**src/rtl/pipeline_ctrl_pkg.sv**
```systemverilog
// ---------------------------------------------------------------------------
// rv32i_types: shared definitions for the RV32I pipeline control slice.
//   pipe_ctrl_state_t : stall-controller state (RUN = 0, WAIT = 1).
//   pipe_ctrl_t       : bundle of stage-register load/flush/bubble controls.
//   REG_IDX_W         : width of an architectural register index.
// ---------------------------------------------------------------------------
package rv32i_types;

    localparam int REG_IDX_W = 5;

    typedef enum logic {
        RUN  = 1'b0,
        WAIT = 1'b1
    } pipe_ctrl_state_t;

    typedef struct packed {
        logic ld_pc;
        logic ld_if_id;
        logic ld_id_ex;
        logic ld_ex_mem;
        logic ld_mem_wb;
        logic flush_if_id;
        logic flush_id_ex;
        logic bubble_id_ex;
    } pipe_ctrl_t;

endpackage

```
**src/rtl/pipeline_ctrl_hazard_unit.sv**
```systemverilog
// ---------------------------------------------------------------------------
// hazard_unit: combinational load-use hazard detector.
//   id_rs1, id_rs2 : decode-stage source register indices
//   ex_rd          : EX-stage destination register index
//   ex_is_load     : EX-stage instruction is a load
//   ex_valid       : EX-stage instruction is valid
//   load_use       : decode needs a value the EX-stage load has not produced
// ---------------------------------------------------------------------------
module hazard_unit
    import rv32i_types::*;
(
    input  logic [REG_IDX_W-1:0] id_rs1,
    input  logic [REG_IDX_W-1:0] id_rs2,
    input  logic [REG_IDX_W-1:0] ex_rd,
    input  logic                 ex_is_load,
    input  logic                 ex_valid,
    output logic                 load_use
);

    // x0 is hard-wired zero, so a load targeting it never creates a dependency
    always_comb begin
        load_use = ex_valid & ex_is_load & (ex_rd != 5'd0)
                 & ((ex_rd == id_rs1) | (ex_rd == id_rs2));
    end

endmodule

```
**src/rtl/pipeline_ctrl.sv**
```systemverilog
// ---------------------------------------------------------------------------
// pipeline_ctrl: stall/flush/bubble controller for a 5-stage RV32I pipeline.
//
// Ports
//   clk, rst (sync, active-high)
//   imem_read/imem_resp, dmem_req/dmem_resp : memory handshake status
//   id_rs1, id_rs2, ex_rd, ex_is_load, ex_valid : load-use hazard inputs
//   br_taken      : EX resolved a taken branch/jump
//   ld_*          : stage-register load enables (combinational)
//   flush_if_id, flush_id_ex, bubble_id_ex : stage valid-bit clears
//   ctrl_state    : 0 = RUN, 1 = WAIT
//   stall_cycles, bubble_count, flush_count : saturating performance counters
//
// Configuration
//   PIPE_CTRL_PERF_EN : when defined, the performance counters are built;
//                       otherwise the counter ports are tied to zero.
//
// Priority of control decisions: freeze > br_taken > load_use.
// ---------------------------------------------------------------------------
module pipeline_ctrl
    import rv32i_types::*;
#(
    parameter int CNT_W = 32
) (
    input  logic             clk,
    input  logic             rst,
    input  logic             imem_read,
    input  logic             imem_resp,
    input  logic             dmem_req,
    input  logic             dmem_resp,
    input  logic [4:0]       id_rs1,
    input  logic [4:0]       id_rs2,
    input  logic [4:0]       ex_rd,
    input  logic             ex_is_load,
    input  logic             ex_valid,
    input  logic             br_taken,
    output logic             ld_pc,
    output logic             ld_if_id,
    output logic             ld_id_ex,
    output logic             ld_ex_mem,
    output logic             ld_mem_wb,
    output logic             flush_if_id,
    output logic             flush_id_ex,
    output logic             bubble_id_ex,
    output logic             ctrl_state,
    output logic [CNT_W-1:0] stall_cycles,
    output logic [CNT_W-1:0] bubble_count,
    output logic [CNT_W-1:0] flush_count
);

    pipe_ctrl_state_t state_r;
    logic             i_done_r;
    logic             d_done_r;
    logic             pend_i_s;
    logic             pend_d_s;
    logic             freeze_s;
    logic             load_use_s;
    pipe_ctrl_t       ctrl_s;

    hazard_unit u_hazard_unit (
        .id_rs1     (id_rs1),
        .id_rs2     (id_rs2),
        .ex_rd      (ex_rd),
        .ex_is_load (ex_is_load),
        .ex_valid   (ex_valid),
        .load_use   (load_use_s)
    );

    // A response already seen during this freeze (done flag) no longer
    // counts as pending, so two overlapping misses release only when both
    // have been answered.
    always_comb begin
        pend_i_s = imem_read & ~imem_resp & ~i_done_r;
        pend_d_s = dmem_req  & ~dmem_resp & ~d_done_r;
        freeze_s = pend_i_s | pend_d_s;
    end

    // Zero-latency stage control selection
    always_comb begin
        ctrl_s = '0;
        if (rst) begin
            ctrl_s = '0;
        end else if (freeze_s) begin
            ctrl_s = '0;
        end else if (br_taken) begin
            ctrl_s.ld_pc       = 1'b1;
            ctrl_s.ld_if_id    = 1'b1;
            ctrl_s.ld_id_ex    = 1'b1;
            ctrl_s.ld_ex_mem   = 1'b1;
            ctrl_s.ld_mem_wb   = 1'b1;
            ctrl_s.flush_if_id = 1'b1;
            ctrl_s.flush_id_ex = 1'b1;
        end else if (load_use_s) begin
            // Hold PC and IF/ID, let older stages drain, insert a bubble into EX
            ctrl_s.ld_id_ex     = 1'b1;
            ctrl_s.ld_ex_mem    = 1'b1;
            ctrl_s.ld_mem_wb    = 1'b1;
            ctrl_s.bubble_id_ex = 1'b1;
        end else begin
            ctrl_s.ld_pc     = 1'b1;
            ctrl_s.ld_if_id  = 1'b1;
            ctrl_s.ld_id_ex  = 1'b1;
            ctrl_s.ld_ex_mem = 1'b1;
            ctrl_s.ld_mem_wb = 1'b1;
        end
    end

    // Drive control outputs from the selected bundle
    always_comb begin
        ld_pc        = ctrl_s.ld_pc;
        ld_if_id     = ctrl_s.ld_if_id;
        ld_id_ex     = ctrl_s.ld_id_ex;
        ld_ex_mem    = ctrl_s.ld_ex_mem;
        ld_mem_wb    = ctrl_s.ld_mem_wb;
        flush_if_id  = ctrl_s.flush_if_id;
        flush_id_ex  = ctrl_s.flush_id_ex;
        bubble_id_ex = ctrl_s.bubble_id_ex;
        ctrl_state   = state_r;
    end

    // RUN/WAIT state and response-seen flags; reset abandons any wait
    always_ff @(posedge clk) begin
        if (rst) begin
            state_r  <= RUN;
            i_done_r <= 1'b0;
            d_done_r <= 1'b0;
        end else begin
            case (state_r)
                RUN:     state_r <= freeze_s ? WAIT : RUN;
                WAIT:    state_r <= freeze_s ? WAIT : RUN;
                default: state_r <= RUN;
            endcase
            if (freeze_s) begin
                i_done_r <= i_done_r | imem_resp;
                d_done_r <= d_done_r | dmem_resp;
            end else begin
                i_done_r <= 1'b0;
                d_done_r <= 1'b0;
            end
        end
    end

`ifdef PIPE_CTRL_PERF_EN
    logic [CNT_W-1:0] stall_cnt_r;
    logic [CNT_W-1:0] bubble_cnt_r;
    logic [CNT_W-1:0] flush_cnt_r;

    // Saturating increment: an all-ones counter stays put
    function automatic logic [CNT_W-1:0] sat_inc(input logic [CNT_W-1:0] v);
        logic [CNT_W-1:0] r;
        if (&v) begin
            r = v;
        end else begin
            r = v + CNT_W'(1'b1);
        end
        return r;
    endfunction

    // Performance counters
    always_ff @(posedge clk) begin
        if (rst) begin
            stall_cnt_r  <= {CNT_W{1'b0}};
            bubble_cnt_r <= {CNT_W{1'b0}};
            flush_cnt_r  <= {CNT_W{1'b0}};
        end else begin
            if (freeze_s) begin
                stall_cnt_r <= sat_inc(stall_cnt_r);
            end
            if (ctrl_s.bubble_id_ex) begin
                bubble_cnt_r <= sat_inc(bubble_cnt_r);
            end
            if (ctrl_s.flush_if_id) begin
                flush_cnt_r <= sat_inc(flush_cnt_r);
            end
        end
    end

    assign stall_cycles = stall_cnt_r;
    assign bubble_count = bubble_cnt_r;
    assign flush_count  = flush_cnt_r;
`else
    assign stall_cycles = {CNT_W{1'b0}};
    assign bubble_count = {CNT_W{1'b0}};
    assign flush_count  = {CNT_W{1'b0}};
`endif

endmodule

```
**config.mk**
```make
export PLATFORM = sky130hd
export DESIGN_NAME = pipeline_ctrl
export DESIGN_NICKNAME = d
export VERILOG_FILES = /design/src/rtl/pipeline_ctrl_pkg.sv /design/src/rtl/pipeline_ctrl_hazard_unit.sv /design/src/rtl/pipeline_ctrl.sv
export SDC_FILE = /design/constraint.sdc
export NUM_CORES = 1
export LEC_CHECK = 0
export ABC_CLOCK_PERIOD_IN_PS = 2210
export BUFFER_PORTS_ARGS = -buffer_cell sky130_fd_sc_hd__buf_2
export CORE_ASPECT_RATIO = 0.6
export CORE_MARGIN = 4
export CORE_UTILIZATION = 33
export CTS_CLUSTER_SIZE = 14
export DETAILED_ROUTE_END_ITERATION = 10
export HOLD_SLACK_MARGIN = 0.08
export PLACE_DENSITY = 0.86
export SLEW_MARGIN = 20
export SYNTH_ARGS = -nofsm -noshare
export SYNTH_HDL_FRONTEND = slang
export SYNTH_HIERARCHICAL = 1
export SYNTH_SLANG_ARGS = --single-unit
```
**constraint.sdc**
```tcl
create_clock -name clk -period 2.21 [get_ports clk]
set_input_delay 0.442 -clock clk [delete_from_list [all_inputs] [get_ports clk]]
set_output_delay 0.442 -clock clk [all_outputs]
set_load 0.005 [all_outputs]
```
Yosys cells after proc, flatten, opt, wreduce, memory -nomap -nowiden
Cells that the tools add are included.
- muxes and demuxes: 8
- bitwise gates (word level): 16
- reductions and logical operators: 2
- eq/ne operators: 2
- operators by type and width (operator ; count):
    2-to-1 mux 8 bit ; 2
    equality test 5 bit ; 2
    bitwise AND 1 bit ; 7
    2-to-1 mux 5 bit ; 1
    inverter 1 bit ; 5
    nonzero test 5 bit ; 1
    2-to-1 mux 2 bit ; 2
    bitwise OR 1 bit ; 4
    2-to-1 mux 1 bit ; 3
    OR reduction 2 bit ; 1
- bits in registers: 3
- input port bits: 24

Longest topological paths before layout
- depth in word-level cells: 7
- gate-level depth with buffers: 7
- gate-level depth less buffers: 6

By module
Netlist, hierarchy kept.
- modules (own cells, without submodules) (module ; instances ; area an instance (µm²) ; seq. area each (µm²) ; cells an instance):
    pipeline_ctrl ; 1 ; 909.6 ; 60.1 ; 118
    hazard_unit ; 1 ; 132.6 ; 0.0 ; 17

Least setup slack after synthesis
Ideal clock, no wire load.
- kind: in2out
- start: input port ex_rd[3]
- end: output port ld_pc
- data arrival time: 1.772 ns
- path buffers: 1
- stages on the path: 6
- setup slack: -0.004 ns
- cell sequence: or4_1 > o211ai_2 > a21oi_1 > nand2b_1 > nor4b_1 > buf_4
- word-level cells in the longest chain between the ends: 7
- RTL lines (what ; line ; RTL):
    from (decl) ; pipeline_ctrl.sv:33 ; input logic [4:0] ex_rd,
    equality test 5 bit / nonzero test 5 bit (equally long branches) ; pipeline_ctrl_hazard_unit.sv:23, pipeline_ctrl_hazard_unit.sv:22 ;
    bitwise OR 1 bit / bitwise AND 1 bit (equally long branches) ; pipeline_ctrl_hazard_unit.sv:23, pipeline_ctrl_hazard_unit.sv:22 ;
    bitwise AND 1 bit (*) ; pipeline_ctrl_hazard_unit.sv:23 ; & ((ex_rd == id_rs1) | (ex_rd == id_rs2));
    via load_use_s ; pipeline_ctrl.sv:57 ; logic load_use_s;
    2-to-1 mux 2 bit (*) ; pipeline_ctrl.sv:93 ; end else if (load_use_s) begin
    2-to-1 mux 5 bit (*) ; pipeline_ctrl.sv:85 ; end else if (br_taken) begin
    2-to-1 mux 8 bit (*) ; pipeline_ctrl.sv:83 ; end else if (freeze_s) begin
    2-to-1 mux 8 bit (*) ; pipeline_ctrl.sv:81 ; if (rst) begin
    to (decl) ; pipeline_ctrl.sv:37 ; output logic ld_pc,
Mark *: on every way through the listed nets, which the timed path passes. The rest lies on a longest branch.

Worst setup path after layout
Ends and elaborated chain as after synthesis.

==> metrics.csv <==
metric;value;unit
ant_nets;0;
gr-total-overflow;0;
rsz0062_at_grt;yes;
utilization;0.322;
end_kind;output pin;
worstHoldPathCells;3;
tightest_slew;0.662;ns
die_h;51.5;um
cts-root-buf;clkbuf_8;
drcViolationCount;0;
slew_violations;0;
yosys_warnings;6;
cts_tree;done;
numCtsBuffers;3;
p_sw;0.113;mW
pwr-share-comb;0.356;
hold_viol_final;0;
postSynthAreaPerCell;7.72;um2
io_buffers;32;
wirelength;1700;um
p_clk_frac;0.473;
ys_seq_area_frac;0.0576;
num_antenna_cells;0;
area_growth;-9.00;%
clkTransAtPathRegs;0.03;ns
grt_pass1_wl;1900;um
r2r_cells;2;
finalClockSkew;0.00152;ns
drt_pass1_iterations;2;
crit_type;input port to output pin;
min_period_over_period;0.987;
die_w;80.6;um
nets;192;
synthTopCellsByArea;buf_4 (72%), dfxtp_1 (5.8%), xor2_1 (5.0%), xnor2_1 (3.4%), nor3_1 (1.9%);
insertion_delay;0.21;ns
cts.htree.levels;1;
wl_per_cell;8.14;um
hold_ws;0.494;ns
core;2950;um2
gp_congestion;0.720;
layout.cells.non_filler;209;
fmax;458;MHz
critical_path_required;1.77;ns
cap_violations;0;
dieArea;4150;um2
internal-power;0.223;mW
hp-class;input port to flip-flop;
yosysTopAreaCell;buf_4;
setup_viol;0;
crit_path_max_fanout;2;
rows;15;
power.density;355;nW/um2
yosysUniqueCellTypes;17;
floorplan.initialDensity;0.354;
antenna_found_initial;0;
final_cell_mix;conb_1 (96), buf_2 (30), xor2_1 (6), nor3_1 (4), xnor2_1 (4);
synth_top_area_share;0.720;
slew_headroom;0.558;
status;complete, no violations;
clkSinkCount;3;
pwr-share-seq;0.172;
async_reset_ff_frac;0;
synth_ff_type;dfxtp_1;
vias;626;
start_kind;input port;
synth.cell_area;1040;um2
vdd_drop_max;0.157;mV
dp_hpwl;1520;um
drive_gt1_frac;0.246;
setup-tns-final;0;ns
period_minus_slack;2.18;ns
grt_pass1_vias;434;
swShare;0.337;
cts_setup_buffers;0;
ys_ff_latch;3;
track_usage;0.0580;
synthCells;135;
drt_iter0_drc;16;
clk_path_buf_depth;2;
io_pins;129;
grt_start_max_net_pins;8;
cts_hold_buf;0;
vias_per_cell;3.00;
critPathArrivalTime;1.74;ns
leakagePower;0.581;nW
layout_commonest_cell;conb_1;
synth_edf_count;0;
placedCellCount;205;
[cell usage after synthesis (2+ instances only)]
cell type and instances:
buf_4 100, xor2_1 6, nor3_1 4, xnor2_1 4, dfxtp_1 3, a21oi_1 2
nand3_1 2, nor2_1 2, nor3b_1 2, nor4b_1 2, or3b_1 2
[metal layers]
metal	track usage	up-vias	routed length, um
met5	0	-	0
met4	0.0169	0	9
met3	0.0156	2	184
met2	0.114	46	1040
met1	0.0607	281	473
li1	-	297	-
[kinds of logic after synthesis]
| family | synth area share |
|---|---|
| buf+inv | 0.720 |
| compound gates | 0.0216 |
| simple gates | 0.113 |
| xor+xnor | 0.0840 |
| other cells | 0.00360 |
| flops | 0.0576 |
[worst max-delay path, cell delays in order]
cell and delay, ns:
buf_6 0.09, or4_4 0.52, o211ai_2 0.16, a21oi_2 0.05
nand2b_1 0.10, nor4b_4 0.21, buf_2 0.16
[stage by stage]
| stage | power (mW) | setup WS [ns] | instance area, um2 |
|---|---|---|---|
| after floorplan | 0.254 | 0.128 | 1410 |
| final | 0.337 | 0.0286 | 948 |
| after CTS | 0.332 | 0.00975 | 928 |
| after detailed placement | 0.167 | 0.00175 | 875 |
| after global placement | 0.166 | 0.0271 | 875 |
| after global routing | 0.363 | -0.0641 | 948 |
[area by class of cell]
class / instances / area [um2]
Fill cell: 332 / 2000
Multi-Input combinational cell: 127 / 611
Timing Repair Buffer: 33 / 180
Sequential cell: 3 / 60.1
Tap cell: 42 / 52.6
Clock buffer: 4 / 45.0
[state kept, by name, summed over array words and instances (netlist names)]
name,cells
ctrl_state,1
d_done_r,1
i_done_r,1
[worst paths after layout]
path	slack (ns)	endpoint	start
setup / recovery	0.03	ld_pc	ex_rd[3]
hold / removal	0.49	i_done_r	imem_resp
setup reg to reg	1.25	ctrl_state	i_done_r
hold reg to reg	0.50	d_done_r	d_done_r
[what timing repair did]
item	in CTS	in global routing
gates resized for setup	1	5
setup endpoints to repair	1	2
pin swaps	0	0
[power by group through the flow]
stage          Clock, mW  Combinational (mW)  Sequential (mW)
3_5_place_dp           0               0.108           0.0585
2_1_floorplan          0               0.196           0.0586
3_3_place_gp           0               0.107           0.0584
6_report           0.159               0.120           0.0578
5_1_grt            0.168               0.137           0.0581
4_1_cts            0.163               0.111           0.0578
No activity file was read; power rests on OpenSTA's default activity.
